## config.mk

```make
export PLATFORM = sky130hd
export DESIGN_NAME = md_unit
export DESIGN_NICKNAME = d
export VERILOG_FILES = /design/src/rtl/md_unit_pkg.sv /design/src/rtl/md_unit.sv
export SDC_FILE = /design/constraint.sdc
export NUM_CORES = 2
export LEC_CHECK = 0
export ABC_CLOCK_PERIOD_IN_PS = 143300
export BUFFER_PORTS_ARGS = -buffer_cell sky130_fd_sc_hd__buf_4
export CELL_PAD_IN_SITES_DETAIL_PLACEMENT = 1
export CELL_PAD_IN_SITES_GLOBAL_PLACEMENT = 2
export CORE_UTILIZATION = 40
export CTS_BUF_LIST = sky130_fd_sc_hd__clkbuf_8
export DETAILED_ROUTE_END_ITERATION = 8
export PLACE_DENSITY = 0.84
export SETUP_SLACK_MARGIN = 0.4
export SYNTH_ARGS = -nofsm -noshare
export SYNTH_HDL_FRONTEND = slang
export SYNTH_SLANG_ARGS = --single-unit
```

## constraint.sdc

```tcl
create_clock -name clk -period 143.3 [get_ports clk]
set_input_delay 14.33 -clock clk [delete_from_list [all_inputs] [get_ports clk]]
set_output_delay 14.33 -clock clk [all_outputs]
set_load 0.05 [all_outputs]
```

## src/rtl/md_unit_pkg.sv

```systemverilog
// Shared definitions for the multiply/divide unit: select codes and default latencies.
package md_unit_pkg;

  // Operation select codes carried down the pipeline with the instruction.
  typedef enum logic [3:0] {
    MD_NONE  = 4'd0,
    MD_MULT  = 4'd1,
    MD_MULTU = 4'd2,
    MD_DIV   = 4'd3,
    MD_DIVU  = 4'd4,
    MD_MFHI  = 4'd5,
    MD_MFLO  = 4'd6,
    MD_MTHI  = 4'd7,
    MD_MTLO  = 4'd8
  } md_sel_e;

  // Default busy lengths for the two long-latency operation classes.
  localparam int MD_MULT_CYC = 5;
  localparam int MD_DIV_CYC  = 10;

endpackage

```

## src/rtl/md_unit.sv

```systemverilog
// Multiply/divide unit for the E stage: computes mult/div results up front,
// holds them privately for a fixed latency, then commits them to HI/LO.
// Handshake: there is no valid/ready pair; an md op is accepted in the cycle
// its select is present and busy is low, and md_stall = start | busy tells the
// stall unit to hold the following md-class instruction until busy falls.
module md_unit
  import md_unit_pkg::*;
#(
  parameter int MULT_CYCLES = MD_MULT_CYC,
  parameter int DIV_CYCLES  = MD_DIV_CYC
) (
  input  logic        clk,
  input  logic        reset,
  input  logic [31:0] d1,
  input  logic [31:0] d2,
  input  logic [3:0]  md_sel,
  output logic        md_stall,
  output logic        busy,
  output logic [31:0] md_out
);

  localparam int CNT_MAX = (MULT_CYCLES > DIV_CYCLES) ? MULT_CYCLES : DIV_CYCLES;
  localparam int CW      = $clog2(CNT_MAX + 1);

  logic [31:0]   hi_q, hi_d, lo_q, lo_d;
  logic [31:0]   hi_tmp_q, hi_tmp_d, lo_tmp_q, lo_tmp_d;
  logic [CW-1:0] cnt_q, cnt_d;
  logic          busy_q, busy_d;

  logic          is_mult, is_div, signed_op, start, div_zero;
  logic [31:0]   a_mag, b_mag, b_safe, q_mag, r_mag, quot, rem;
  logic [63:0]   prod_mag, prod;

  // Decode the select and do the arithmetic on sign-corrected magnitudes.
  always_comb begin
    is_mult   = (md_sel == MD_MULT) || (md_sel == MD_MULTU);
    is_div    = (md_sel == MD_DIV)  || (md_sel == MD_DIVU);
    signed_op = (md_sel == MD_MULT) || (md_sel == MD_DIV);
    start     = (is_mult || is_div) && !busy_q;
    div_zero  = (d2 == 32'd0);

    a_mag     = (signed_op && d1[31]) ? (32'd0 - d1) : d1;
    b_mag     = (signed_op && d2[31]) ? (32'd0 - d2) : d2;

    prod_mag  = {32'd0, a_mag} * {32'd0, b_mag};
    prod      = (signed_op && (d1[31] ^ d2[31])) ? (64'd0 - prod_mag) : prod_mag;

    // Divisor is forced non-zero so the divider never sees x/0; the result is dropped anyway.
    b_safe    = div_zero ? 32'd1 : b_mag;
    q_mag     = a_mag / b_safe;
    r_mag     = a_mag % b_safe;
    // Quotient truncates toward zero; remainder follows the dividend's sign.
    quot      = (signed_op && (d1[31] ^ d2[31])) ? (32'd0 - q_mag) : q_mag;
    rem       = (signed_op && d1[31]) ? (32'd0 - r_mag) : r_mag;
  end

  // Next-state: start loads the pending result and counter, busy counts down to commit.
  always_comb begin
    hi_d     = hi_q;
    lo_d     = lo_q;
    hi_tmp_d = hi_tmp_q;
    lo_tmp_d = lo_tmp_q;
    cnt_d    = cnt_q;
    busy_d   = busy_q;
    if (start) begin
      busy_d = 1'b1;
      if (is_mult) begin
        cnt_d              = CW'(MULT_CYCLES);
        {hi_tmp_d, lo_tmp_d} = prod;
      end else begin
        cnt_d = CW'(DIV_CYCLES);
        // Divide by zero commits the current HI/LO back, leaving them unchanged.
        if (div_zero) begin
          hi_tmp_d = hi_q;
          lo_tmp_d = lo_q;
        end else begin
          hi_tmp_d = rem;
          lo_tmp_d = quot;
        end
      end
    end else if (busy_q) begin
      if (cnt_q == CW'(1)) begin
        hi_d   = hi_tmp_q;
        lo_d   = lo_tmp_q;
        cnt_d  = '0;
        busy_d = 1'b0;
      end else begin
        cnt_d = cnt_q - CW'(1);
      end
    end else begin
      if (md_sel == MD_MTHI) hi_d = d1;
      if (md_sel == MD_MTLO) lo_d = d1;
    end
  end

  // State registers with synchronous reset; reset discards any in-flight result.
  always_ff @(posedge clk) begin
    if (reset) begin
      hi_q     <= '0;
      lo_q     <= '0;
      hi_tmp_q <= '0;
      lo_tmp_q <= '0;
      cnt_q    <= '0;
      busy_q   <= 1'b0;
    end else begin
      hi_q     <= hi_d;
      lo_q     <= lo_d;
      hi_tmp_q <= hi_tmp_d;
      lo_tmp_q <= lo_tmp_d;
      cnt_q    <= cnt_d;
      busy_q   <= busy_d;
    end
  end

  // Architectural read port; only committed HI/LO are ever visible.
  always_comb begin
    md_out = 32'd0;
    if (md_sel == MD_MFHI) md_out = hi_q;
    if (md_sel == MD_MFLO) md_out = lo_q;
  end

  assign busy     = busy_q;
  assign md_stall = start || busy_q;

endmodule

```

==> results.md <==
Finish:
- The area growth from synthesis to layout is 6.52%.
- Summing all multi-input logic gate instances after layout gives 0.0665 mm^2.
- The fraction of layout instances using a drive strength above 1 is 0.0616.
- Across the whole layout, storage elements account for 0.00267 mm^2.
- The number of fill cells is 23400.
- The count of nets after finishing is 11900.

Clocking:
- TritonCTS built the clock tree.
- The tree is rooted in a sky130_fd_sc_hd__clkbuf_8.
- The clock-pin slew reported for the worst setup and hold paths after clock tree synthesis is 0.08 ns.
- The maximum buffer depth of the clock tree is 2.
- The buffer count from post-CTS setup fixing is 0.
- The number of clock buffers added by TritonCTS is 17.
- In this run, post-CTS repair resized a total of 0 instances.
- After clock tree synthesis, the flow added hold-fix buffers numbering 0.
- Clock latency on the worst-skew pair, taken at its later pin, is 0.49 ns.
- The H-tree generated during clock tree synthesis spans 4 levels.
- The clock drives 133 sinks.

Logic synthesis:
- The largest area contributor in the synthesized netlist is sky130_fd_sc_hd__fa_1.
- The cell count after synthesis came out at 10300.
- The share of the Yosys chip area taken by registers is 0.0354.
- The register bit count reported by yosys is 133.
- Yosys printed 0 warnings.
- The synthesized netlist net count is 12000.
- In this run, distinct cell masters in the synthesized netlist total 103.
- The async set-or-reset flop fraction in the synthesized netlist is 0.
- In the synthesized netlist the dominant register cell turns out to be sky130_fd_sc_hd__dfxtp_1.
- Sorting the synthesized cells by area gives the leading types as sky130_fd_sc_hd__fa_1 24%, sky130_fd_sc_hd__ha_1 13%, sky130_fd_sc_hd__nand2_1 7.4%.
- The mean instance size in the synthesized netlist is 7.33 um^2.
- Counting flops with a built-in enable in the synthesized netlist gives 0.
- After synthesis the cells add up to 0.0751 mm^2.
- The proportion of netlist area held by the largest area contributor is 0.239.

Run status:
- The run finished, with violations left.
- The final reports fail on capacitance limit, slew limit.

Floorplanning:
- The core footprint is 0.186 mm^2.
- The die is 435 um wide.
- The number of ports placed on the die boundary is 104.
- The floorplan has 158 rows.
- The starting density of the core is 0.404.
- The floorplan step defined a die boundary enclosing 0.190 mm^2.
- From bottom edge to top edge, the die measures 435 um.

Placed design:
- Detailed placement finished with a half-perimeter wire length of 328 mm.
- Routability-driven placement finished with a final weighted congestion of 1.06.
- The quantity of I/O buffers inserted on ports is 103.

Timing:
- The accumulated negative setup slack is 0 ns.
- Setup violations remaining at the end of the flow were counted as 0.
- Setup repair after global routing left no endpoint under its margin.
- The worst path in the final design needs a cycle of 120.21 ns, including I/O delays and setup.
- The post-route fraction of the period consumed by the critical path is 0.839.
- Derived from the worst setup path, the maximum achievable clock frequency is 8.32 MHz.
- At the pin with the least slew margin, the transition time is 1.68 ns.
- The hold violation total from the final report was 0.
- The max-slew violation count is 7.
- The maximum clock skew at final layout is 0.0164 ns.
- The max-slew headroom at the worst pin is -0.126.

Global routing:
- The via count of the first global-routing pass is 82800.
- The wire length of the first global-routing pass is 585 mm.
- The global routing usage summed across all routing layers is 0.419.
- The initial antenna violation count is 27.
- The total grt overflow is 0.
- Entering global routing, the biggest net connects 86 pins.

Job:
- Across the run, the number of max-cap violations was 3.

Worst hold path:
- The number of cells on the worst hold path is 2.
- The worst min-delay path category is reg -> reg.
- The worst hold path terminates at lo_tmp_q[7]$_SDFFE_PP0P_.
- The worst hold path begins at lo_tmp_q[7]$_SDFFE_PP0P_.

Route:
- The number of search-and-repair iterations in the first detailed-routing pass is 6.
- In the routed design, unresolved DRC markers number 0.
- Wires add up to 405 mm.
- The total vias in the final route is 80100.
- After detailed routing, the average wire length per cell comes to 32.0 um.
- The number of nets with antenna violations after detailed routing is 0.
- The via count normalized by instance count is 6.33.
- For this block, the initial DRC count from the detailed router was 7292.

Worst setup path:
- The maximum cell stage delay along the critical path is 1.15 ns.
- The critical path data required time is 143.65 ns.
- The kind of critical path is in -> reg.
- The worst reg2reg path depth is 6.
- The worst setup slack for register-to-register paths is 140.47 ns.
- Along the worst path, the maximum fanout reaches 40.
- The type of destination of the critical path is a flip-flop.
- The endpoint of the worst-slack reg-to-reg timing path is lo_q[26]$_SDFFE_PP0P_.
- The slowest stage of the critical path is the sky130_fd_sc_hd__nor3_1 cell.
- STA classifies the critical path startpoint as a primary input.
- In this run the critical register-to-register path is launched from busy$_SDFF_PP0_.
- The data arrival time at the worst-slack endpoint is 120.56 ns.
- The cell seen most often among critical-path stages is sky130_fd_sc_hd__ha_1.
cells in the mapped netlist (27+ instances only):
cell / number
sky130_fd_sc_hd__a211o_1: 37
sky130_fd_sc_hd__a211oi_1: 166
sky130_fd_sc_hd__a21boi_0: 30
sky130_fd_sc_hd__a21o_1: 174
sky130_fd_sc_hd__a21oi_1: 707
sky130_fd_sc_hd__a22o_1: 42
sky130_fd_sc_hd__a31oi_1: 137
sky130_fd_sc_hd__and2_1: 47
sky130_fd_sc_hd__and3_1: 76
sky130_fd_sc_hd__and4_1: 27
sky130_fd_sc_hd__buf_1: 50
sky130_fd_sc_hd__clkbuf_1: 417
sky130_fd_sc_hd__dfxtp_1: 133
sky130_fd_sc_hd__fa_1: 897
sky130_fd_sc_hd__ha_1: 800
sky130_fd_sc_hd__inv_1: 1226
sky130_fd_sc_hd__mux2_2: 43
sky130_fd_sc_hd__mux2i_1: 34
sky130_fd_sc_hd__nand2_1: 1482
sky130_fd_sc_hd__nand2b_1: 67
sky130_fd_sc_hd__nand3_1: 169
sky130_fd_sc_hd__nand4_1: 90
sky130_fd_sc_hd__nor2_1: 1008
sky130_fd_sc_hd__nor2b_1: 80
sky130_fd_sc_hd__nor3_1: 224
sky130_fd_sc_hd__nor4_1: 79
sky130_fd_sc_hd__o211ai_1: 108
sky130_fd_sc_hd__o21a_1: 152
sky130_fd_sc_hd__o21ai_0: 413
sky130_fd_sc_hd__o21bai_1: 63
sky130_fd_sc_hd__o22ai_1: 35
sky130_fd_sc_hd__o31ai_1: 54
sky130_fd_sc_hd__or2_2: 50
sky130_fd_sc_hd__or3_1: 86
sky130_fd_sc_hd__xnor2_1: 344
sky130_fd_sc_hd__xor2_1: 221
worst max-delay path by stage:
stage	from	to	slack [ns]	depth (start not counted)
after floorplan	d2[0]	hi_tmp_q[28]$_SDFFE_PP0P_	49.34	352
after global placement	d2[0]	lo_tmp_q[29]$_SDFFE_PP0P_	27.15	321
after detailed placement	d2[0]	lo_tmp_q[29]$_SDFFE_PP0P_	27.09	322
after CTS	d2[0]	lo_tmp_q[29]$_SDFFE_PP0P_	27.26	322
after global routing	d2[0]	lo_tmp_q[27]$_SDFFE_PP0P_	18.68	329
final	d2[0]	lo_tmp_q[27]$_SDFFE_PP0P_	23.09	326
registers in the layout, summed over array words and instances (netlist names):
register  flops
lo_tmp_q     32
lo_q         32
cnt_q         4
busy          1
hi_q         32
hi_tmp_q     32
routing by layer:
metal	track usage	up-vias	share of wire	routed length, um
met5	0	-	0.00025	102
met4	0.274	16	0.079	32200
met3	0.0724	980	0.079	32100
met2	0.642	3478	0.43	174000
met1	0.542	40900	0.41	167000
li1	-	34700	-	-
layout make-up:
class,instances,area share
Multi-Input combinational cell,8399,0.831
Inverter,1242,0.0583
Tap cell,2480,0.0388
Sequential cell,133,0.0333
Timing Repair Buffer,352,0.0330
Clock buffer,18,0.00310
Clock inverter,14,0.00181
Antenna cell,14,0.000438
cell usage in the layout, fill, tap and decap left out, types with 34 or more instances in the layout:
cell / Yosys / layout
sky130_fd_sc_hd__mux2_2: 43 / 43
sky130_fd_sc_hd__buf_4: 0 / 350
sky130_fd_sc_hd__nor2_1: 1008 / 999
sky130_fd_sc_hd__nor2b_1: 80 / 80
sky130_fd_sc_hd__nand3_1: 169 / 166
sky130_fd_sc_hd__a211o_1: 37 / 37
sky130_fd_sc_hd__o21bai_1: 63 / 63
sky130_fd_sc_hd__inv_1: 1226 / 1221
sky130_fd_sc_hd__or2_2: 50 / 50
sky130_fd_sc_hd__mux2i_1: 34 / 34
sky130_fd_sc_hd__nor3_1: 224 / 220
sky130_fd_sc_hd__nand2_1: 1482 / 1477
sky130_fd_sc_hd__ha_1: 800 / 800
sky130_fd_sc_hd__xor2_1: 221 / 210
sky130_fd_sc_hd__o31ai_1: 54 / 54
sky130_fd_sc_hd__or3_1: 86 / 86
sky130_fd_sc_hd__nor4_1: 79 / 76
sky130_fd_sc_hd__a21o_1: 174 / 174
sky130_fd_sc_hd__a211oi_1: 166 / 166
sky130_fd_sc_hd__a21oi_1: 707 / 705
sky130_fd_sc_hd__o21ai_0: 413 / 413
sky130_fd_sc_hd__dfxtp_1: 133 / 132
sky130_fd_sc_hd__o211ai_1: 108 / 108
sky130_fd_sc_hd__and3_1: 76 / 75
sky130_fd_sc_hd__and2_1: 47 / 46
sky130_fd_sc_hd__nand4_1: 90 / 90
sky130_fd_sc_hd__a22o_1: 42 / 42
sky130_fd_sc_hd__fa_1: 897 / 897
sky130_fd_sc_hd__o22ai_1: 35 / 35
sky130_fd_sc_hd__a31oi_1: 137 / 136
sky130_fd_sc_hd__nand2b_1: 67 / 66
sky130_fd_sc_hd__o21a_1: 152 / 152
sky130_fd_sc_hd__xnor2_1: 344 / 323
kinds of logic (layout without fill, tap and decap cells):
family,count (synthesis),count (layout),synth area share
multiplexers,77,77,0.0110
flip-flops,133,133,0.0354
adder cells (fa/ha/maj),1697,1697,0.372
AO/OA/AOI/OAI,2460,2460,0.214
XOR/XNOR,566,566,0.0662
AND/OR/NAND/NOR,3599,3599,0.215
buffers and inverters,1719,1626,0.0861
other,0,14,0
stage by stage:
stage,util,hold slack [ns],cell area [um^2],std cells,setup WS [ns]
floorplan,-,0.425,75100,10300,49.34
global placement,0.428,0.437,79600,12600,27.15
detailed placement,0.428,0.448,79600,12600,27.09
CTS,0.430,0.461,80000,12600,27.26
global route,0.430,0.477,80000,12600,18.68
finish,0.430,0.460,80000,12700,23.09
critical path, delay by kind of cell:
| family | cells | cell delay (ns) |
|---|---|---|
| compound gates | 153 | 48.89 |
| simple gates | 105 | 36.84 |
| fa+ha+maj | 32 | 10.43 |
| buf+inv | 31 | 7.35 |
| mux | 4 | 1.34 |
| xor+xnor | 1 | 0.95 |
Power is not shown: default switching activity piles up to over one toggle a cycle in this logic, so the estimate is an artifact.
